<file path="src/rtl/tamagotchi_btn_cond_if.sv">
// Button bundle between the board pins and the conditioning front end.
// The master drives raw levels; the slave returns the cleaned level and event pulses.
interface tamagotchi_btn_cond_if #(
    parameter int unsigned NUM_BTN = 6
);
    logic [NUM_BTN-1:0] btn_raw;
    logic [NUM_BTN-1:0] btn_level;
    logic [NUM_BTN-1:0] press_pulse;
    logic [NUM_BTN-1:0] long_pulse;

    modport master (
        output btn_raw,
        input  btn_level,
        input  press_pulse,
        input  long_pulse
    );

    modport slave (
        input  btn_raw,
        output btn_level,
        output press_pulse,
        output long_pulse
    );
endinterface

</file>
<file path="src/rtl/tamagotchi_btn_cond.sv">
// Per-button synchronizer, debouncer, press and long-press pulse generator.
// Bit order 0..5: salud, energia, hambre, diversion, reset, test.
module tamagotchi_btn_cond #(
    parameter int unsigned NUM_BTN           = 6,
    parameter int unsigned DEBOUNCE_CYCLES   = 500000,
    parameter int unsigned LONG_PRESS_CYCLES = 250000000
) (
    input  logic                  clk,
    input  logic                  reset,
    tamagotchi_btn_cond_if.slave  btn
);
    localparam int unsigned DW = $clog2(DEBOUNCE_CYCLES + 1);
    localparam int unsigned HW = $clog2(LONG_PRESS_CYCLES + 1);

    localparam logic [DW-1:0] DEB_LAST  = DW'(DEBOUNCE_CYCLES - 1);
    localparam logic [HW-1:0] HOLD_MAX  = HW'(LONG_PRESS_CYCLES);
    localparam logic [HW-1:0] HOLD_LAST = HW'(LONG_PRESS_CYCLES - 1);

    typedef enum logic [1:0] {StReleased, StPressed, StLongHeld} state_e;

    logic [NUM_BTN-1:0] level;
    logic [NUM_BTN-1:0] press;
    logic [NUM_BTN-1:0] lng;

    for (genvar i = 0; i < NUM_BTN; i++) begin : g_chan
        state_e          state_q, state_d;
        logic            s1_q, s2_q;
        logic [DW-1:0]   dcnt_q, dcnt_d;
        logic [HW-1:0]   hcnt_q, hcnt_d;
        logic            press_q, press_d;
        logic            long_q, long_d;
        logic            level_q;
        logic            rise, fall;

        // The debounced level is the state itself: anything but released reads as 1.
        assign level_q = (state_q != StReleased);

        always_ff @(posedge clk) begin
            if (reset) begin
                state_q <= StReleased;
                s1_q    <= 1'b0;
                s2_q    <= 1'b0;
                dcnt_q  <= '0;
                hcnt_q  <= '0;
                press_q <= 1'b0;
                long_q  <= 1'b0;
            end else begin
                state_q <= state_d;
                s1_q    <= btn.btn_raw[i];
                s2_q    <= s1_q;
                dcnt_q  <= dcnt_d;
                hcnt_q  <= hcnt_d;
                press_q <= press_d;
                long_q  <= long_d;
            end
        end

        always_comb begin
            dcnt_d  = '0;
            rise    = 1'b0;
            fall    = 1'b0;
            hcnt_d  = '0;
            long_d  = 1'b0;
            state_d = state_q;

            if (s2_q != level_q) begin
                if (dcnt_q == DEB_LAST) begin
                    rise = s2_q;
                    fall = !s2_q;
                end else begin
                    dcnt_d = dcnt_q + 1'b1;
                end
            end

            // Hold time tracks the registered level, so a short low glitch keeps counting.
            if (level_q) begin
                hcnt_d = (hcnt_q == HOLD_MAX) ? hcnt_q : hcnt_q + 1'b1;
                long_d = (hcnt_q == HOLD_LAST);
            end

            press_d = rise;

            unique case (state_q)
                StReleased: if (rise) state_d = StPressed;
                StPressed: begin
                    if (fall) begin
                        state_d = StReleased;
                    end else if (long_d) begin
                        state_d = StLongHeld;
                    end
                end
                StLongHeld: if (fall) state_d = StReleased;
                default:    state_d = StReleased;
            endcase
        end

        assign level[i] = level_q;
        assign press[i] = press_q;
        assign lng[i]   = long_q;
    end

    assign btn.btn_level   = level;
    assign btn.press_pulse = press;
    assign btn.long_pulse  = lng;
endmodule

</file>
<file path="src/flat_wrapper.sv">
// flat-port wrapper written by rule: the top's interface ports become plain ports
module tamagotchi_btn_cond_flat 
#(
    parameter int unsigned NUM_BTN           = 6,
    parameter int unsigned DEBOUNCE_CYCLES   = 500000,
    parameter int unsigned LONG_PRESS_CYCLES = 250000000
)
  (clk, reset, btn_btn_raw, btn_btn_level, btn_press_pulse, btn_long_pulse);
  tamagotchi_btn_cond_if #(.NUM_BTN(NUM_BTN)) btn_i ();
  input  logic clk;
  input  logic reset;
  input wire logic [$bits(btn_i.btn_raw)-1:0] btn_btn_raw;
  output wire logic [$bits(btn_i.btn_level)-1:0] btn_btn_level;
  output wire logic [$bits(btn_i.press_pulse)-1:0] btn_press_pulse;
  output wire logic [$bits(btn_i.long_pulse)-1:0] btn_long_pulse;
  assign btn_i.btn_raw = btn_btn_raw;
  assign btn_btn_level = btn_i.btn_level;
  assign btn_press_pulse = btn_i.press_pulse;
  assign btn_long_pulse = btn_i.long_pulse;
  tamagotchi_btn_cond #(.NUM_BTN(NUM_BTN), .DEBOUNCE_CYCLES(DEBOUNCE_CYCLES), .LONG_PRESS_CYCLES(LONG_PRESS_CYCLES)) u_core (.clk(clk), .reset(reset), .btn(btn_i));
endmodule
</file>
<file path="config.mk">
export PLATFORM = sky130hd
export DESIGN_NAME = tamagotchi_btn_cond_flat
export DESIGN_NICKNAME = d
export VERILOG_FILES = /design/src/rtl/tamagotchi_btn_cond_if.sv /design/src/rtl/tamagotchi_btn_cond.sv /design/src/flat_wrapper.sv
export SDC_FILE = /design/constraint.sdc
export NUM_CORES = 1
export LEC_CHECK = 0
export ABC_AREA = 1
export CAP_MARGIN = 5
export CORE_UTILIZATION = 60
export DETAILED_ROUTE_END_ITERATION = 16
export DONT_BUFFER_PORTS = 1
export PLACE_DENSITY = 0.87
export SETUP_SLACK_MARGIN = 0.5
export SLEW_MARGIN = 30
export SYNTH_ARGS = -nofsm -noshare
export SYNTH_HDL_FRONTEND = slang
export SYNTH_SLANG_ARGS = --single-unit
</file>
<file path="constraint.sdc">
create_clock -name clk -period 3.94 [get_ports clk]
set_input_delay 0.985 -clock clk [delete_from_list [all_inputs] [get_ports clk]]
set_output_delay 0.985 -clock clk [all_outputs]
set_load 0.02 [all_outputs]
</file>
==> impl_metrics.env <==
export IMPL_nNetsFinal=2638
export IMPL_cp_end_kind="output pin"
export IMPL_syn_to_final_growth_pct=8.50
export IMPL_grt_max_degree=45
export IMPL_dieArea_um2=29100
export IMPL_cts_buffers=35
export IMPL_required_ps=2950
export IMPL_cp_slowest_cell="nor2_2"
export IMPL_max_freq_mhz=420
export IMPL_via_per_inst=5.46
export IMPL_io_pin_count=26
export IMPL_syn_num_nets=2641
export IMPL_ys_seq_area_frac=0.374
export IMPL_worstSetupPathType="reg2out"
export IMPL_grt_overflow=0
export IMPL_grt_pass1_vias=15100
export IMPL_antenna_cells=0
export IMPL_clock_sinks=318
export IMPL_num_fill_cells=2415
export IMPL_final_area_um2=18500
export IMPL_synth_yosys_warnings=0
export IMPL_hold_class="reg2reg"
export IMPL_htreeDepth=2
export IMPL_core_area_um2=27900
export IMPL_crit_buf_inv=1
export IMPL_firstDrtPassIters=6
export IMPL_drive_above_1_share=0.0599
export IMPL_worstMarginPinSlew_ps=744
export IMPL_finClkSkew_ps=14.5
export IMPL_antenna_found_initial=0
export IMPL_wl_per_cell_um=12.6
export IMPL_crit_family="simple AND/OR/NAND/NOR gates"
export IMPL_netlist_area_leader_share=0.374
export IMPL_initial_core_util=0.611
export IMPL_postRouteAntennaNets=0
export IMPL_cts_resized=0
export IMPL_ctsHoldBuffers=0
export IMPL_power_density_nw_per_um2=363
export IMPL_cts_clk_slew_worst_paths_ps=60
export IMPL_io_buffers=0
export IMPL_hold_violations=0
export IMPL_rsz0062_at_grt="no"
export IMPL_die_width_um=170
export IMPL_cts_tree="built"
export IMPL_finalCritPeriodShare=0.605
export IMPL_power_leakage_nw=5.83
export IMPL_status="finished, final reports clean"
export IMPL_slew_violations=0
export IMPL_netlist_instances=2615
export IMPL_rows=61
export IMPL_grtUsageTotal=0.264
export IMPL_netlist_area_um2=17000
export IMPL_period_needed_ps=2380
export IMPL_die_h_um=170
export IMPL_critical_path_max_stage_delay_ps=350
export IMPL_vias=16500
export IMPL_fin_setup_tns_ps=0
export IMPL_wirelength_um=38100
export IMPL_synth_edf_count=0
export IMPL_synth_largest_area_cell="dfxtp_1"
export IMPL_path_max_fanout=7
export IMPL_worstSkewPairLatency_ps=510
export IMPL_synth_flop_cell="dfxtp_1"
export IMPL_synthArstFlopShare=0
export IMPL_setup_viol_count_final=0
export IMPL_maxSlewHeadroom=0.504
export IMPL_yosys_register_bits=318
export IMPL_cts_root_buffer="clkbuf_16"
export IMPL_synthMostInstantiatedCell="nand2_1"
export IMPL_dpl_hpwl_um=27400
export IMPL_dpl_instance_area_um2=17300
export IMPL_ir_worst_vdd_uv=337
export IMPL_cts_setup_buffers=0
export IMPL_ys_types=45
export IMPL_grt_pass1_wl_um=65300
export IMPL_drtIter0Drc=1345
export IMPL_synthTopCellsByArea="dfxtp_1, nand2_1, nor2_1"
export IMPL_clock_path_buffers=3
export IMPL_arrival_ps=1400
export IMPL_route_detailed_drc=0
export IMPL_cap_violations=0
export IMPL_worstSetupStartpointType="flip-flop"
export IMPL_cp_cell_sequence="nor2_2 -> inv_1"
export IMPL_synth_area_per_cell_um2=6.51
export IMPL_place_congestion=0.941
export IMPL_synth_commonest_cells="nand2_1, nor2_1, inv_1"
[per-stage QoR]
stage	utilization	cells	power (mW)	hold WS [ps]	setup WS (ps)
final	0.663	3015	6.71	395	1560
after global placement	0.619	2953	3.32	390	1610
after global routing	0.663	3015	6.88	413	1480
after detailed placement	0.619	2953	3.33	399	1570
after CTS	0.663	3015	6.76	403	1570
after floorplan	-	2615	3.33	388	1950
[layout by cell type, fill, tap and decap left out, types with 4 or more instances in the layout]
| master | instances |
|---|---|
| o21ai_0 | 56 |
| o21a_1 | 6 |
| a21oi_1 | 194 |
| nor3_1 | 107 |
| a31oi_1 | 6 |
| dfxtp_1 | 318 |
| clkbuf_16 | 37 |
| ha_1 | 18 |
| nand3_1 | 185 |
| o21ai_1 | 9 |
| nor3_2 | 15 |
| nor2_2 | 23 |
| bufinv_16 | 5 |
| nor2_1 | 427 |
| nand4_1 | 82 |
| inv_2 | 14 |
| nor2_4 | 14 |
| and2_1 | 4 |
| or2_0 | 17 |
| inv_1 | 343 |
| xor2_1 | 29 |
| nand2_2 | 8 |
| nor4_1 | 8 |
| clkbuf_1 | 12 |
| or2_2 | 14 |
| clkbuf_8 | 6 |
| xnor2_1 | 14 |
| nor3b_1 | 10 |
| nand2_1 | 608 |
| nand3b_1 | 13 |
| nand3_2 | 10 |
[final timing paths]
kind	from	end	slack (ps)	cells past startpoint
setup / recovery	u_core.g_chan[4].state_q[1]$_SDFFE_PP0P_	btn_btn_level[4]	1560	2
hold / removal	u_core.g_chan[0].s1_q$_SDFF_PP0_	u_core.g_chan[0].s2_q$_SDFF_PP0_	400	2
setup reg to reg	u_core.g_chan[3].dcnt_q[0]$_SDFF_PP0_	u_core.g_chan[3].dcnt_q[10]$_SDFF_PP0_	1950	8
hold reg to reg	u_core.g_chan[0].s1_q$_SDFF_PP0_	u_core.g_chan[0].s2_q$_SDFF_PP0_	400	2
[per-layer routing]
layer  global-route usage  part of all wire
met3               0.0312             0.047
met1                0.331              0.45
met2                0.468              0.48
met5                    0                 0
met4               0.0905             0.024
[kinds of logic (layout without fill, tap and decap cells)]
group	count (synthesis)	after routing	share of synthesized area
simple gates	1556	1556	0.412
buf+inv	401	423	0.0938
flops	318	318	0.374
compound gates	279	279	0.0853
xor+xnor	43	43	0.0221
fa+ha+maj	18	18	0.0132
[registers in the layout, summed over array words and instances, names as in the netlist]
name                   count
u_core.g_chan.state_q     12
u_core.g_chan.dcnt_q     114
u_core.g_chan.s1_q         6
u_core.g_chan.hcnt_q     168
u_core.g_chan.s2_q         6
u_core.g_chan.long_q       6
u_core.g_chan.press_q      6
[final cells by class]
cell class	instances	area (µm²)	area share
multi-input cells	1896	9060	0.491
flip-flops and latches	318	6370	0.345
inverters	361	1360	0.0734
clock buffers	55	1050	0.0570
well taps	378	473	0.0256
clock inverters	7	160	0.00867
[report_power, final]
group          internal, mW  switching, mW  total [mW]
Clock                  2.16           1.30        3.46
Combinational       0.00719         0.0193      0.0265
Sequential             3.22        0.00512        3.23
Total                  5.39           1.32        6.71
[tightest hold or removal path, cell delays in order, from the launching register on]
cell     delay, ps
dfxtp_1        290
inv_1           40
nor2_1          30
(Power assumes the default switching activity.)
